--- config.mk ---
export PLATFORM = sky130hd
export DESIGN_NAME = idma_noc_pkt_framer
export DESIGN_NICKNAME = d
export VERILOG_FILES = /design/src/rtl/idma_noc_pkt_framer.sv
export SDC_FILE = /design/constraint.sdc
export NUM_CORES = 1
export LEC_CHECK = 0
export ABC_AREA = 1
export CORE_AREA = 2 2 215 217
export CTS_BUF_LIST = sky130_fd_sc_hd__clkbuf_4 sky130_fd_sc_hd__clkbuf_8
export DETAILED_ROUTE_END_ITERATION = 6
export DIE_AREA = 0 0 217 219
export GPL_TIMING_DRIVEN = 0
export SYNTH_ARGS = -nofsm -noshare
export SYNTH_HDL_FRONTEND = slang
export SYNTH_SLANG_ARGS = --single-unit
--- constraint.sdc ---
create_clock -name aclk -period 2.4 [get_ports aclk]
set_clock_uncertainty 0.1 [all_clocks]
set_input_delay 0.48 -clock aclk [delete_from_list [all_inputs] [get_ports aclk]]
set_output_delay 0.48 -clock aclk [all_outputs]
set_load 0.005 [all_outputs]
--- src/rtl/idma_noc_pkt_framer.sv ---
// -----------------------------------------------------------------------------
// idma_noc_pkt_framer
// Turns the raw DMA flit stream into NoC packets for the router local port.
// Each packet starts with one head flit {cont, seq, src, dst}. Bursts longer
// than MAX_PKT_FLITS body flits are split into chained packets; the follow-on
// heads carry cont=1. Sending is gated by a credit counter that mirrors the
// free slots of the router input buffer.
//
// Ports
//   aclk, aresetn        clock, synchronous active-low reset
//   cfg_dst_id/src_id    node ids, sampled when a head flit is emitted
//   s_valid/s_flit/
//   s_last/s_ready       DMA side stream (valid/ready handshake)
//   noc_valid/noc_flit/
//   noc_head/noc_last    registered flit toward the router
//   noc_credit           one-cycle pulse, router freed one buffer slot
//   pkt_cnt              packets sent since reset (wraps)
//   err_credit_ovf       sticky: credit returned while counter was full
// -----------------------------------------------------------------------------
module idma_noc_pkt_framer #(
   parameter int FLIT_WID      = 256,
   parameter int NODE_ID_WID   = 4,
   parameter int CREDIT_NUM    = 4,
   parameter int CREDIT_WID    = 3,
   parameter int MAX_PKT_FLITS = 16
) (
   input  logic                   aclk,
   input  logic                   aresetn,
   input  logic [NODE_ID_WID-1:0] cfg_dst_id,
   input  logic [NODE_ID_WID-1:0] cfg_src_id,
   input  logic                   s_valid,
   input  logic [FLIT_WID-1:0]    s_flit,
   input  logic                   s_last,
   output logic                   s_ready,
   output logic                   noc_valid,
   output logic [FLIT_WID-1:0]    noc_flit,
   output logic                   noc_head,
   output logic                   noc_last,
   input  logic                   noc_credit,
   output logic [15:0]            pkt_cnt,
   output logic                   err_credit_ovf
);

   localparam logic [0:0] ST_IDLE = 1'b0;
   localparam logic [0:0] ST_BODY = 1'b1;

   localparam int BCNT_WID = $clog2(MAX_PKT_FLITS);
   localparam logic [CREDIT_WID-1:0] CREDIT_INIT = CREDIT_WID'(CREDIT_NUM);
   localparam logic [BCNT_WID-1:0]   BODY_MAX    = BCNT_WID'(MAX_PKT_FLITS - 1);

   logic [0:0]            state;
   logic [CREDIT_WID-1:0] credit;
   logic [15:0]           seq;
   logic [BCNT_WID-1:0]   body_cnt;
   logic                  cont;

   logic                  can_send;
   logic                  send_head;
   logic                  send_body;
   logic                  send;
   logic                  pkt_end;
   logic [FLIT_WID-1:0]   head_flit;

   assign can_send  = (credit != '0);
   assign s_ready   = (state == ST_BODY) && can_send;
   assign send_head = (state == ST_IDLE) && s_valid && can_send;
   assign send_body = (state == ST_BODY) && s_valid && can_send;
   assign send      = send_head || send_body;

   // A packet closes either on the burst's own last flit or when the body
   // limit is hit; in the latter case the burst resumes behind a cont head.
   assign pkt_end   = send_body && (s_last || (body_cnt == BODY_MAX));

   // Head flit assembled from the live cfg inputs, so it reflects the ids
   // present in the cycle the head is emitted.
   always_comb begin
      head_flit = '0;
      head_flit[NODE_ID_WID-1:0]                 = cfg_dst_id;
      head_flit[2*NODE_ID_WID-1:NODE_ID_WID]     = cfg_src_id;
      head_flit[2*NODE_ID_WID+15:2*NODE_ID_WID]  = seq;
      head_flit[2*NODE_ID_WID+16]                = cont;
   end

   // Framing FSM and output register. Output flit/head/last only load on a
   // send; noc_valid is a one-cycle pulse per emitted flit.
   always_ff @(posedge aclk) begin
      if (!aresetn) begin
         state     <= ST_IDLE;
         seq       <= '0;
         body_cnt  <= '0;
         cont      <= 1'b0;
         pkt_cnt   <= '0;
         noc_valid <= 1'b0;
         noc_flit  <= '0;
         noc_head  <= 1'b0;
         noc_last  <= 1'b0;
      end else begin
         noc_valid <= send;
         if (send_head) begin
            noc_flit <= head_flit;
            noc_head <= 1'b1;
            noc_last <= 1'b0;
            body_cnt <= '0;
            state    <= ST_BODY;
         end else if (send_body) begin
            noc_flit <= s_flit;
            noc_head <= 1'b0;
            noc_last <= pkt_end;
            body_cnt <= body_cnt + 1'b1;
            if (pkt_end) begin
               seq     <= seq + 16'd1;
               pkt_cnt <= pkt_cnt + 16'd1;
               cont    <= ~s_last;
               state   <= ST_IDLE;
            end
         end
      end
   end

   // Credit counter. A send and a return in the same cycle cancel out; a
   // return with the counter already full is a protocol error from the
   // router and is latched until reset.
   always_ff @(posedge aclk) begin
      if (!aresetn) begin
         credit         <= CREDIT_INIT;
         err_credit_ovf <= 1'b0;
      end else begin
         if (send && !noc_credit) begin
            credit <= credit - CREDIT_WID'(1);
         end else if (noc_credit && !send) begin
            if (credit == CREDIT_INIT) begin
               err_credit_ovf <= 1'b1;
            end else begin
               credit <= credit + CREDIT_WID'(1);
            end
         end
      end
   end

endmodule

Word level (Yosys, flattened, before mapping)
Index checks and enable logic that the tools add are counted.
{ "word_totals": {"reg_bits": 301, "output_inout_bits": 277, "word_cells": 56, "in_bits": 269} }
{ "classes": {"n_mux": 10, "eq_ne": 3, "bitwise_logic": 5, "add_sub_neg": 5, "reduce_logical": 21} }
{ "op_table": {"columns": ["cell", "count"], "rows": [
  ["25-bit two-way mux", 2],
  ["16-bit by 1-bit adder with 16-bit output, second input constant", 2],
  ["3-bit two-way mux", 3],
  ["1-bit logical AND", 8],
  ["3-bit AND reduction", 2],
  ["2-bit nonzero test", 3],
  ["1-bit two-way mux", 5],
  ["1-bit inverter", 5],
  ["4-bit by 1-bit adder with 4-bit output, second input constant", 1],
  ["4-bit equality test, second input constant", 1],
  ["2-bit AND reduction", 2],
  ["3-bit by 1-bit adder with 3-bit output, second input constant", 1],
  ["3-bit equality test, second input constant", 1],
  ["3-bit nonzero test", 1],
  ["3-bit by 1-bit subtractor with 3-bit output, second input constant", 1],
  ["1-bit zero test", 2],
  ["1-bit logical OR", 2],
  ["2-bit inequality test, second input constant", 1],
  ["2-bit OR reduction", 1]
]} }

Depth between registers and ports, before layout
Gate-level depths: netlist of the first run.
{ "depth": {"ltp_word": 8, "ltp_mapped": 12, "depth_no_buf": 12} }

Least setup slack after synthesis of the first run
OpenSTA, ideal clock, no wires.
{ "synth_timing": {"path_kind": "register -> register", "start": "reg credit[2]", "end": "reg credit[2]", "required_ps": 2176, "stages_incl_launch_ff": 12, "setup_time_ps": 124, "arrival_time_ps": 1699, "synth_period_minus_slack_ps": 1923, "setup_slack_ps": 477, "path_cell_list": "dfxtp_1 -> inv_2 -> nand2_4 -> nand2_2 -> inv_1 -> ha_1 -> inv_1 -> fa_1 -> xnor2_1 -> nand2_1 -> a21oi_1 -> o21ai_0"} }
{ "synth_via": {"elab_chain_len": 7, "elab_cells_between_ends": 16, "cone_classes": "add/sub (2); eq/ne (2); mux (3); reduce/logical (9)"} }
{ "synth_rtl": {"columns": ["item", "line_no", "source"], "rows": [
  ["start, declared", "52", "logic [CREDIT_WID-1:0] credit;"],
  ["start signal, assigned", "129", "credit <= credit - CREDIT_WID'(1);"],
  ["start signal, assigned", "134", "credit <= credit + CREDIT_WID'(1);"],
  ["3-bit nonzero test *", "64", "assign can_send = (credit != '0);"],
  ["1-bit logical AND (on tied branches)", "66, 67", null],
  ["1-bit logical OR *", "68", "assign send = send_head || send_body;"],
  ["via send", "60", "logic send;"],
  ["1-bit zero test", "130", "end else if (noc_credit && !send) begin"],
  ["1-bit logical AND", "130", null],
  ["2-bit nonzero test (no line)", null, null],
  ["2-bit AND reduction (no line)", null, null]
]} }
The timed path passes the listed nets; every way through them passes the cells marked *. The select of a mux whose other input is x is not followed.
A chain may end at the register's enable or synchronous reset.

Final worst setup path of the first run
{ "layout_timing": {"start": "reg noc_flit[59]", "end": "out noc_flit[59]"} }
{ "layout_lines": {"columns": ["item", "line_no", "source"], "rows": [
  ["start, declared", "36", "output logic [FLIT_WID-1:0] noc_flit,"],
  ["start signal, assigned", "100", "noc_flit <= head_flit;"],
  ["start signal, assigned", "106", "noc_flit <= s_flit;"]
]} }
No word-level cell between the ends.

==> run metrics, run 1 <==
Post-Syn Area 11820 sq um; Rows 78; Flop pwr share 43.6%; syn_area_per_cell 7.743 sq um; synthesized flop and latch total 301; switch share 26.52%; post-synth top area cell dfxtp_1; CP startpoint kind register; Static Leakage 6.888 nW; synth top area cells dfxtp_1 (51%), nand2_1 (20%), a21oi_2 (7.4%), a21oi_1 (6.7%), buf_2 (2.7%); FMAX 0.4420 GHz; Via Count 12.23k; Placed Cells incl. Taps 2670; CTS max path bufs 3; clk sinks 301; post-route clock period utilization 94.28%; status finished clean; DRT Pass-1 Iters 5; Slew HR 52.20%; post-route non-filler standard cell count 2767; Placed Area 18010 sq um; Psw 3.224 mW; first-pass GRT wire length 70.41 mm; Final Wtd Congestion 0.8620; most frequent cells in the layout nand2_1 (614), clkdlybuf4s50_1 (543), dfxtp_1 (299), a21oi_1 (159), a21oi_2 (100); Reg clk slew, reported paths 0.06 ns; initial core utilization 26.20%; total gr overflow 0; Slew @ Worst Pin 0.7170 ns; Critical Path Max Stage Delay 0.72 ns; min cycle time layout 2.263 ns; fin area 19140 sq um; drt drc 0; gr usage total 19.08%; Synth Instances 1526; share of the synthesized area in the top cell type 51.00%; Detailed Route WL 47.09 mm; Die Wd 217 microns; Die Y 219 microns; Ys Warns 0; Setup violations, final 0; sequential share of the synthesized area 51.00%; CP delay by family, top buffers and inverters; Max Cap Viol 0; DR WL/cell 17.02 microns; Core Area 45090 sq um; I/O pin cnt 546; count of cell types in the netlist 30; PortBufs 544; die area 47520 sq um; Pint 8.931 mW; Crit-path slowest cell clkdlybuf4s50_1; crit-path cells clkdlybuf4s50_1; FILL cells 4607; final HPWL from detailed placement 35.87 mm; CTS Hold Bufs 0; DR iter-0 viols 598; CTS tree built; post-DR vias/cell 4.418; Final Hold Slack 0.3031 ns; Design Power 12.15 mW; Max VDD drop 0.3939 mV; share of cells above drive strength 1 13.49%; setup TNS 0 ns; pwr/cell area 634.9 nW/um^2; CP Capture Type output port; required time worst endpoint 1.82 ns; Layout Nets 2403; combinational share of power 15.7%; max-slew violations 0; final hold violations 0; Worst Path Buf+Inv 1; vias in the first global route 12.18k; commonest non-fill, non-tap cell in the layout nand2_1; clk root buf clkbuf_8; WP data arrival 1.68 ns; htree depth 2; Max FO, Critical Path 2; RSZ-0062 raised after global routing false; clock network power share 40.7%; largest net degree at the start of global routing 14; CTS Buf Count 54; syn_nets 1801; Routed Antenna Nets 0; Clock Latency Late Sink 0.62 ns; Layout area overhead 62.04%; type of the worst setup path reg -> out; initial antenna violation count 1; type of the tightest min-delay check in -> reg
[cells in the mapped netlist, drive strengths merged]
library cell  number
a21oi            259
and2               1
buf               82
clkbuf            14
dfxtp            301
fa                 1
ha                 5
inv               82
nand2            618
nand3             52
nand3b             1
nand4             13
nor2              60
nor3               7
nor3b              2
o211ai            12
o21ai             12
or2                1
xnor2              1
xor2               2
[worst paths after layout]
kind                                    from       endpoint  slack, ns  cells past startpoint
worst max register to register     credit[0]      credit[2]       0.22                     12
worst min register to register  noc_flit[49]   noc_flit[49]       0.36                      2
worst max-delay path            noc_flit[59]   noc_flit[59]       0.14                      1
worst min-delay path             s_flit[180]  noc_flit[180]       0.30                      3
[state kept, by name, indices dropped and copies added, names as in the netlist]
name / count
state: 1
seq: 16
noc_head: 1
noc_flit: 256
noc_last: 1
body_cnt: 4
err_credit_ovf: 1
noc_valid: 1
pkt_cnt: 16
credit: 3
cont: 1
[power groups by stage]
stage               Combinational, mW  Sequential [mW]  Clock (mW)
global route                     2.10             5.32        5.33
finish                           1.91             5.30        4.94
CTS                              1.94             5.30        5.12
floorplan                       0.792             5.40           0
detailed placement               1.91             5.40           0
global placement                 1.90             5.40           0
[per-stage QoR]
stage / utilization, % / worst slack, ns
after CTS: 42.44 / 0.01575
after global routing: 42.45 / 0.01581
after floorplan: - / 0.4773
after global placement: 39.95 / -0.1804
final: 42.46 / 0.1374
after detailed placement: 39.95 / -0.2924
[cell type report]
| type | count | area (sq um) | area share (%) |
|---|---|---|---|
| tap | 600 | 750.7 | 3.921 |
| sequential | 301 | 6028 | 31.49 |
| multi-input combinational | 1047 | 4954 | 25.87 |
| clock inverter | 5 | 27.53 | 0.1438 |
| buffer | 95 | 538.0 | 2.810 |
| clock buffer | 88 | 1067 | 5.575 |
| antenna | 2 | 5.005 | 0.02614 |
| inverter | 82 | 307.8 | 1.608 |
| timing repair buffer | 547 | 5466 | 28.55 |
[logic make-up (layout without fill, tap and decap cells)]
logic type                 Yosys count  in the layout  share of synthesized area [%]
xor gates and xnor gates             3              3                         0.2224
and+or+nand+nor                    755            755                          25.47
DFF                                301            301                          51.00
other                                0              2                              0
AOI/OAI and AO/OA                  283            283                          15.42
adders and majority gates            6              6                         0.6989
buffers and inverters              178            817                          7.191
[per-layer routing]
layer	up-vias	global-route usage, %	share of wire, %
li1	6080	-	-
met1	5622	21.84	40
met2	444	33.27	49
met3	79	6.667	9.0
met4	0	5.913	2.5
met5	-	0	0
[timing repair]
action,CTS,global route
gates cloned,0,0
setup endpoints to repair,1,1
endpoints found under the hold margin,0,0
resized for setup,4,1
setup buffers,3,0
pin swaps,2,0
(Power assumes the default switching activity.)
==> run 2: changes to the inputs <==
--- a/config.mk
+++ b/config.mk
@@ -7,10 +7,11 @@
 export LEC_CHECK = 0
 export ABC_AREA = 1
 export CORE_AREA = 2 2 215 217
-export CTS_BUF_LIST = sky130_fd_sc_hd__clkbuf_4 sky130_fd_sc_hd__clkbuf_8
+export CTS_BUF_LIST = sky130_fd_sc_hd__clkbuf_8
 export DETAILED_ROUTE_END_ITERATION = 6
 export DIE_AREA = 0 0 217 219
 export GPL_TIMING_DRIVEN = 0
+export MAX_ROUTING_LAYER = met4
 export SYNTH_ARGS = -nofsm -noshare
 export SYNTH_HDL_FRONTEND = slang
 export SYNTH_SLANG_ARGS = --single-unit
==> run metrics, run 2 (same netlist as run 1, synthesis figures left out) <==
CP delay by family, top buffers and inverters; type of the worst setup path reg -> out; post-DR vias/cell 4.439; Max FO, Critical Path 2; final hold violations 0; Regs by FF count noc_flit (256), pkt_cnt (16), seq (16); CP Capture Type output port; R2R cell count 12; type of the tightest min-delay check in -> reg; commonest non-fill, non-tap cell in the layout nand2_1; clk sinks 301; most frequent cells in the layout nand2_1 (614), clkdlybuf4s50_1 (543), dfxtp_1 (299), a21oi_1 (159), a21oi_2 (100); initial antenna violation count 4; vias in the first global route 12.16k; first-pass GRT wire length 69.99 mm; Crit-path slowest cell clkdlybuf4s50_1; crit-path cells clkdlybuf4s50_1; I/O pin cnt 546; htree depth 2; total gr overflow 0; final HPWL from detailed placement 36.01 mm; gr usage total 19.65%; Max VDD drop 0.4584 mV; Worst Path Buf+Inv 1; share of cells above drive strength 1 13.09%; Layout area overhead 62.67%; Reg-to-Reg End credit[2]; pwr/cell area 641.5 nW/um^2; DR WL/cell 17.01 microns; Die Wd 217 microns; crit path to noc_flit[59]; Layout Nets 2403; RR Startpoint credit[0]; Worst Setup SP noc_flit[59]; Reg clk slew, reported paths 0.06 ns; Reg with most FFs noc_flit; Core Area 45090 sq um; initial core utilization 26.20%; Util after Layout 42.63%; largest net degree at the start of global routing 15; Detailed Route WL 47.19 mm; Rows 78; CTS tree built; Crit. path cell count 1; max-slew violations 0; Die Y 219 microns; CP startpoint kind register; Slew @ Worst Pin 0.7173 ns; Critical Path Max Stage Delay 0.73 ns; die area 47520 sq um; drt drc 0; Setup violations, final 0; status finished clean; FMAX 0.4422 GHz; min cycle time layout 2.261 ns; RSZ-0062 raised after global routing false; CTS max path bufs 3; WP data arrival 1.68 ns; PortBufs 544; Via Count 12.31k; required time worst endpoint 1.82 ns; Setup WS post-layout 0.1387 ns; Place WS -0.2619 ns; Final Wtd Congestion 0.8676; Routed Antenna Nets 0; R2R Setup Slk 0.21 ns; CTS Buf Count 54; Max Cap Viol 0; DRT Pass-1 Iters 5; post-route clock period utilization 94.22%; DR iter-0 viols 598; Clock Latency Late Sink 0.62 ns; number of flip-flops in the largest register 256; clk root buf clkbuf_8; Slew HR 52.18%; Static Leakage 6.955 nW
-- run 2: cell count changes in the layout (fill, tap and decap cells not counted), sizes merged --
cell / change
diode: +2
inv: +14
clkinv: +3
bufinv: +1
clkbuf: -13
-- run 2: cell type report --
class                   count  area [sq um]
inverters                  82         307.8
well taps                 600         750.7
plain buffers              95         538.0
diodes                      4         10.01
fillers                  4603         25870
flip-flops and latches    301          6028
multi-input cells        1047          4954
clock inverters            23         132.6
repair buffers            547          5466
clock buffers              75          1032
-- run 2: what timing repair did --
item,in CTS,in global routing
resized for setup,4,1
buffers inserted,3,0
hold buffers,0,0
setup endpoints to repair,1,1
gates cloned,0,0
pin swaps,2,0
-- run 2: report_power, final --
group / internal (mW) / switching (mW) / leakage (nW) / total, mW
registers: 5.18 / 0.112 / 2.44 / 5.30
logic: 0.967 / 0.953 / 3.86 / 1.92
clock network: 2.88 / 2.24 / 0.656 / 5.11
-- run 2: worst min-delay path by stage --
stage	from	cells after the start	endpoint
final	s_flit[163]	3	noc_flit[163]
after global routing	s_flit[194]	3	noc_flit[194]
after CTS	s_flit[163]	3	noc_flit[163]
after detailed placement	err_credit_ovf	2	err_credit_ovf
after global placement	err_credit_ovf	2	err_credit_ovf
after floorplan	cont	2	cont
-- run 2: layer usage --
layer	share of wire [%]	wire length (microns)	global-route usage (%)	up-vias
met5	0	0	-	-
met4	2.6	1208	6.301	0
li1	-	-	-	6082
met2	48	22850	33.06	472
met3	8.5	4000	6.251	84
met1	41	19130	22.16	5675
-- run 2: metrics by stage --
step	setup TNS [ns]	total power, mW	instances	hold WS, ns	instance area (sq um)
2_1_floorplan	0	6.192	1526	0.3347	11820
3_3_place_gp	-13.32	7.295	2670	0.3400	18010
3_5_place_dp	-21.22	7.316	2670	0.3443	18010
4_1_cts	0	12.54	2770	0.2372	19200
5_1_grt	0	12.96	2773	0.2570	19220
6_report	0	12.33	2774	0.3032	19220
==> run 3: changes to the inputs <==
--- a/config.mk
+++ b/config.mk
@@ -6,12 +6,14 @@
 export NUM_CORES = 1
 export LEC_CHECK = 0
 export ABC_AREA = 1
-export CORE_AREA = 2 2 215 217
+export ABC_CLOCK_PERIOD_IN_PS = 2400
+export CORE_AREA = 2 2 221 223
 export CTS_BUF_LIST = sky130_fd_sc_hd__clkbuf_8
 export DETAILED_ROUTE_END_ITERATION = 6
-export DIE_AREA = 0 0 217 219
+export DIE_AREA = 0 0 223 225
 export GPL_TIMING_DRIVEN = 0
 export MAX_ROUTING_LAYER = met4
 export SYNTH_ARGS = -nofsm -noshare
 export SYNTH_HDL_FRONTEND = slang
 export SYNTH_SLANG_ARGS = --single-unit
+export TNS_END_PERCENT = 100
==> run metrics, run 3 (same netlist as run 1, synthesis figures left out) <==
fin area 19120 sq um; type of the tightest min-delay check in -> reg; die area 50180 sq um; DR iter-0 viols 521; Die Wd 223 microns; final hold violations 0; Critical Path Max Stage Delay 0.34 ns; clk sinks 301; multi-input logic area 4954 sq um; commonest non-fill, non-tap cell in the layout nand2_1; Final Wtd Congestion 0.8595; Reg with most FFs noc_flit; CP startpoint kind register; number of flip-flops in the largest register 256; Setup violations, final 0; first-pass GRT wire length 69.38 mm; Max VDD drop 0.3691 mV; RSZ-0062 raised after global routing false; FMAX 0.4383 GHz; final HPWL from detailed placement 35.33 mm; post-DR vias/cell 4.373; FILL cells 4862; clk root buf clkbuf_8; setup TNS 0 ns; CTS Buf Count 55; Detailed Route WL 46.50 mm; Regs by FF count noc_flit (256), pkt_cnt (16), seq (16); pwr/cell area 625.8 nW/um^2; Die Y 225 microns; WP data arrival 1.70 ns; Reg clk slew, reported paths 0.06 ns; Max FO, Critical Path 16; Clock Latency Late Sink 0.62 ns; Crit-path slowest cell dfxtp_1; DRT Pass-1 Iters 5; crit-path cells nor2_4 > nand2_8 > and2_1 > dlygate4sd2_1; CTS tree built; post-route non-filler standard cell count 2781; DR WL/cell 16.72 microns; initial core utilization 24.85%; PortBufs 544; total gr overflow 0; vias in the first global route 12.26k; max-slew violations 0; post-route clock period utilization 95.06%; required time worst endpoint 1.82 ns; initial antenna violation count 6; htree depth 2; Placed Cells incl. Taps 2685; min cycle time layout 2.281 ns; Via Count 12.16k; Static Leakage 6.915 nW; CP Capture Type output port; flip-flop and latch area 6026 sq um; Slew @ Worst Pin 0.6675 ns; share of cells above drive strength 1 12.43%; largest net degree at the start of global routing 16; CTS max path bufs 3; most frequent cells in the layout nand2_1 (614), clkdlybuf4s50_1 (543), dfxtp_1 (301), a21oi_1 (159), a21oi_2 (100); Placed Area 18030 sq um; Max Cap Viol 0; Util after Layout 40.21%; Core Area 47550 sq um; Final Hold Slack 0.3165 ns; drt drc 0; I/O pin cnt 546; gr usage total 18.39%; Layout area overhead 61.81%; status finished clean; Layout Nets 2401; Slew HR 55.50%; Routed Antenna Nets 0; type of the worst setup path reg -> out; Rows 80
run 3: changes by cell type in the layout (fill, tap and decap cells not counted), sizes merged:
cell	delta
clkbuf	-4
bufinv	-1
diode	-2
inv	+6
buf	-3
clkinv	-4
run 3: area by class of cell:
cell class              count  share of cell area [%]
plain buffers              95                   2.814
well taps                 615                   4.025
clock inverters            24                  0.5105
repair buffers            544                   28.48
inverters                  82                   1.610
flip-flops and latches    301                   31.52
multi-input cells        1047                   25.91
clock buffers              71                   5.111
diodes                      2                 0.02618
run 3: stage by stage:
stage | worst slack, ns | total power, mW
global route | 0.01363 | 12.54
finish | 0.1186 | 11.96
CTS | 0.05690 | 12.17
detailed placement | -0.2526 | 7.322
global placement | -0.1954 | 7.299
floorplan | 0.4773 | 6.192
run 3: routing by layer:
metal | global-route usage (%) | vias up | routed length, microns
met4 | 5.586 | 0 | 1160
li1 | - | 6077 | -
met5 | - | - | 0
met1 | 20.86 | 5539 | 19210
met3 | 6.245 | 76 | 4213
met2 | 30.67 | 470 | 21910
run 3: final timing paths:
path	start	end	slack (ns)	cells past startpoint
setup / recovery	credit[1]	s_ready	0.12	4
hold / removal	s_flit[203]	noc_flit[203]	0.32	3
hold reg to reg	err_credit_ovf	err_credit_ovf	0.35	2
setup reg to reg	credit[1]	credit[2]	0.26	11
run 3: timing repair:
item | CTS | global route
hold buffers | 0 | 0
pin swaps | 2 | 0
buffers inserted | 1 | 0
cloned | 0 | 0
resized for setup | 3 | 0
endpoints found under the setup margin | 1 | 1
run 3: where the power goes:
part,switching [mW],internal (mW),total [mW]
clock network,2.15,2.62,4.77
registers,0.113,5.18,5.30
logic,0.947,0.954,1.90
run 3: critical path: cells and delay by family, from the launching register on:
kind | cells | cell delay [ns]
buf+inv | 1 | 0.26
simple gates | 3 | 0.48
flops | 1 | 0.34
